**src/rtl/vga_write_bridge.sv**
```systemverilog
// Bridges the CPU character-write strobe into the VGA character RAM write port.
// Valid writes are buffered in a small show-ahead FIFO and drained with a valid/ready handshake.
module vga_write_bridge #(
  parameter int unsigned DEPTH   = 4,
  parameter int unsigned POS_MAX = 1199,
  parameter int unsigned DATA_W  = 16
) (
  input  logic                     clock,
  input  logic                     reset,
  input  logic                     videoflag,
  input  logic [DATA_W-1:0]        vga_pos,
  input  logic [DATA_W-1:0]        vga_char,
  output logic [DATA_W-1:0]        vram_addr,
  output logic [DATA_W-1:0]        vram_data,
  output logic                     vram_we,
  input  logic                     vram_ready,
  output logic [$clog2(DEPTH):0]   fifo_count,
  output logic                     overflow,
  output logic                     range_err,
  output logic [7:0]               drop_count
);

  localparam int unsigned PW = $clog2(DEPTH);
  localparam int unsigned CW = PW + 1;
  localparam logic [CW-1:0]     FullCount = CW'(DEPTH);
  localparam logic [DATA_W-1:0] PosMax    = DATA_W'(POS_MAX);

  logic [DATA_W-1:0] pos_mem_q  [DEPTH];
  logic [DATA_W-1:0] char_mem_q [DEPTH];
  logic [PW-1:0]     wr_ptr_q, rd_ptr_q;
  logic [CW-1:0]     count_q, count_d;
  logic              flag_q;
  logic              overflow_q, range_err_q;
  logic [7:0]        drop_count_q;

  logic push_req, pop, range_drop, full_drop, push, drop;

  always_comb begin
    push_req   = videoflag & ~flag_q;
    pop        = (count_q != '0) & vram_ready;
    range_drop = push_req & (vga_pos > PosMax);
    // A full FIFO still accepts a push when the head leaves in the same cycle.
    full_drop  = push_req & ~range_drop & (count_q == FullCount) & ~pop;
    push       = push_req & ~range_drop & ~full_drop;
    drop       = range_drop | full_drop;
    count_d    = count_q;
    if (push && !pop) begin
      count_d = count_q + CW'(1);
    end else if (pop && !push) begin
      count_d = count_q - CW'(1);
    end
  end

  always_ff @(posedge clock or posedge reset) begin
    if (reset) begin
      // Start high so a strobe already asserted at reset release is not a write.
      flag_q       <= 1'b1;
      wr_ptr_q     <= '0;
      rd_ptr_q     <= '0;
      count_q      <= '0;
      overflow_q   <= 1'b0;
      range_err_q  <= 1'b0;
      drop_count_q <= '0;
      for (int i = 0; i < DEPTH; i++) begin
        pos_mem_q[i]  <= '0;
        char_mem_q[i] <= '0;
      end
    end else begin
      flag_q  <= videoflag;
      count_q <= count_d;
      if (push) begin
        pos_mem_q[wr_ptr_q]  <= vga_pos;
        char_mem_q[wr_ptr_q] <= vga_char;
        wr_ptr_q             <= wr_ptr_q + PW'(1);
      end
      if (pop) begin
        rd_ptr_q <= rd_ptr_q + PW'(1);
      end
      if (range_drop) begin
        range_err_q <= 1'b1;
      end
      if (full_drop) begin
        overflow_q <= 1'b1;
      end
      if (drop && drop_count_q != 8'hff) begin
        drop_count_q <= drop_count_q + 8'd1;
      end
    end
  end

  assign vram_addr  = pos_mem_q[rd_ptr_q];
  assign vram_data  = char_mem_q[rd_ptr_q];
  assign vram_we    = (count_q != '0);
  assign fifo_count = count_q;
  assign overflow   = overflow_q;
  assign range_err  = range_err_q;
  assign drop_count = drop_count_q;

endmodule

```
**config.mk**
```make
export PLATFORM = sky130hd
export DESIGN_NAME = vga_write_bridge
export DESIGN_NICKNAME = d
export VERILOG_FILES = /design/src/rtl/vga_write_bridge.sv
export SDC_FILE = /design/constraint.sdc
export NUM_CORES = 1
export LEC_CHECK = 0
export CAP_MARGIN = 30
export CORE_ASPECT_RATIO = 1.75
export CORE_MARGIN = 2
export CORE_UTILIZATION = 50
export DETAILED_ROUTE_END_ITERATION = 7
export PLACE_DENSITY = 0.85
export SLEW_MARGIN = 20
export SYNTH_ARGS = -nofsm -noshare
export SYNTH_HDL_FRONTEND = slang
export SYNTH_SLANG_ARGS = --single-unit
```
**constraint.sdc**
```tcl
create_clock -name clock -period 4.42 [get_ports clock]
set_input_delay 0.663 -clock clock [delete_from_list [all_inputs] [get_ports clock]]
set_output_delay 0.663 -clock clock [all_outputs]
set_load 0.01 [all_outputs]
```
==> impl_metrics.json <==
{
  "final_common_cell": "dfrtp_1",
  "synth-seq-cells": 146,
  "fmax_ghz": 0.321,
  "fp.dieH_um": 154,
  "tritoncts.num_buffers": 17,
  "port_buffers": 81,
  "cp-end-kind": "output port",
  "die_w_um": 89.9,
  "seqCellArea_um2": 3660,
  "num_antenna_cells": 0,
  "antenna_left": 0,
  "drtIter0Drc": 154,
  "crit_family": "buffers and inverters",
  "drive_gt1_frac": 0.389,
  "leakagePower_nw": 3.87,
  "pwr-share-comb": 0.169,
  "seq_power_share": 0.410,
  "startpoint": "rd_ptr_q[1]$_DFFE_PP0P_",
  "gp_congestion": 0.749,
  "synth_fp_nets": 436,
  "die_area_um2": 13900,
  "post_cts_resized": 0,
  "cts_hold_buf": 0,
  "critPathMaxFanout": 22,
  "tightest_slew_ns": 0.774,
  "netlist_instances": 393,
  "max_stage_delay_ns": 0.82,
  "final.period_utilization": 0.705,
  "netlist_area_um2": 6450,
  "p_switching_uw": 994,
  "cts_root_buf": "clkbuf_16",
  "avgSynthCellArea_um2": 16.4,
  "power_mw": 3.91,
  "nNetsFinal": 523,
  "p_int_mw": 2.92,
  "status": "finished, final reports clean",
  "viasPerCell": 5.53,
  "slew_viol_final": 0,
  "cts_tree": "yes",
  "drv_cap": 0,
  "grt_max_degree": 60,
  "setup_violations": 0,
  "cts_post_setup_buffers_inserted": 0,
  "cellPowerDensity_nw_per_um2": 485,
  "rr_worst_depth": 7,
  "h-tree-depth": 4,
  "worstPathArrival_ns": 2.45,
  "dp_hpwl_mm": 8.44,
  "multi_input_area_um2": 2620,
  "required_ns": 3.76,
  "drc_errors": 0,
  "grt_pass1_wl_mm": 21.5,
  "dp_cells": 629,
  "drt_pass1_iterations": 4,
  "grt_pass1_vias": 4037,
  "placed_area_um2": 7390,
  "drt-total-wl_mm": 12.9,
  "dp_slack_ns": 1.06,
  "fin_ws_ns": 1.31,
  "core_region_area_um2": 12600,
  "worst_hold_startpoint": "overflow$_DFFE_PP0P_",
  "core.rowCount": 54,
  "fillers": 920,
  "gr-total-overflow": 0,
  "path_class": "reg2out",
  "stdcell_area_um2": 8080,
  "r2r_setup_slack_ns": 1.86,
  "start_util": 0.514,
  "antenna_found_initial": 0,
  "layoutNonFillerInstCount": 661,
  "cts.sinks": 146,
  "worstHoldPathType": "reg2reg",
  "vias": 3655,
  "cts_buffer_depth": 2,
  "layout_common_cells": "dfrtp_1, mux2_2, clkdlybuf4s50_1",
  "hold_viol": 0,
  "clk_pin_slew_ns": 0.06,
  "start_kind": "flip-flop",
  "rsz0062_at_grt": "no",
  "seq_area_frac_synth": 0.566,
  "cp_cell_sequence": "buf_4, mux4_2, clkdlybuf4s50_1",
  "grt_usage": 0.199,
  "slew_headroom": 0.477,
  "crit_slowest_cell": "dfrtp_2",
  "area_growth_syn_to_layout_pct": 25.2,
  "path_buf_inv": 2,
  "cp-endpoint": "vram_data[15]",
  "yosysWarnings": 0,
  "path_depth": 3,
  "max-vdd-ir-drop_mv": 0.312,
  "clockPowerShare": 0.421,
  "fin_util": 0.643,
  "holdWs_ns": 0.472,
  "r2r-end": "fifo_count[1]$_DFFE_PP0P_",
  "r2r-start": "fifo_count[0]$_DFFE_PP0P_",
  "period_minus_slack_ns": 3.11,
  "synth_cell_types": 32,
  "clk_latency_ns": 0.41,
  "fin_worst_skew_ns": 0.0101,
  "setup_tns_ns": 0,
  "switching_share": 0.254,
  "wl_per_cell_um": 19.5,
  "pin_count": 82
}
## power by group through the flow
| stage | combinational [mW] | clock, mW | sequential (mW) |
|---|---|---|---|
| 2_1_floorplan | 0.447 | 0 | 1.53 |
| 3_3_place_gp | 0.593 | 0 | 1.67 |
| 4_1_cts | 0.676 | 1.68 | 1.61 |
| 6_report | 0.663 | 1.65 | 1.60 |
| 3_5_place_dp | 0.671 | 0 | 1.63 |
| 5_1_grt | 0.712 | 1.72 | 1.63 |
## state kept, by name, indices dropped and copies added, names as in the netlist
register and count:
fifo_count 3, rd_ptr_q 2, drop_count 8, range_err 1, flag_q 1, char_mem_q 64
pos_mem_q 64, wr_ptr_q 2, overflow 1
## Yosys cell counts
cell type	n	share of area
a211oi_1	1	0.0012
a21boi_1	1	0.0012
a31o_2	1	0.0014
and2_1	20	0.019
buf_1	3	0.0017
buf_6	12	0.021
clkbuf_1	5	0.0029
dfrtp_1	145	0.56
dfstp_2	1	0.0041
fa_1	1	0.0031
ha_1	6	0.012
inv_1	4	0.0023
mux2_2	99	0.17
mux2_4	13	0.030
mux4_2	32	0.11
nand2_1	7	0.0041
nand2_4	4	0.0070
nand2b_1	3	0.0029
nand3_1	4	0.0031
nand3b_1	1	0.0012
nand4_1	1	0.00097
nor2_1	4	0.0023
nor2b_1	1	0.00097
nor3_1	4	0.0031
nor4_1	1	0.00097
nor4b_1	3	0.0041
nor4b_4	1	0.0037
nor4bb_1	1	0.0016
o21ai_0	2	0.0016
or3_1	1	0.00097
xnor2_1	5	0.0068
xor2_1	6	0.0081
## worst min path at each step
stage / cells past startpoint / end
global placement: 1 / overflow$_DFFE_PP0P_
floorplan: 1 / pos_mem_q[31]$_DFFE_PP0P_
global route: 1 / overflow$_DFFE_PP0P_
finish: 1 / overflow$_DFFE_PP0P_
CTS: 1 / overflow$_DFFE_PP0P_
detailed placement: 1 / overflow$_DFFE_PP0P_
## layout make-up
class,count,share of cell area
Tap cell,168,0.0260
Inverter,4,0.00232
Sequential cell,146,0.453
Clock inverter,12,0.0282
Clock buffer,20,0.0565
Multi-Input combinational cell,223,0.324
Timing Repair Buffer,88,0.110
## layer usage
metal  track usage  vias up  part of all wire
li1              -     1615                 -
met1         0.242     1930              0.41
met2         0.345       90              0.53
met3        0.0526       20             0.040
met4        0.0718        0             0.020
met5             0        -                 0
## kinds of logic after synthesis
family / after synthesis / share of synthesized area
muxes: 144 / 0.315
AOI/OAI and AO/OA: 5 / 0.00524
DFF: 146 / 0.566
buffers and inverters: 24 / 0.0279
and+or+nand+nor: 56 / 0.0562
xor gates and xnor gates: 11 / 0.0149
adders and majority gates: 7 / 0.0147
No activity file was read; power rests on OpenSTA's default activity.
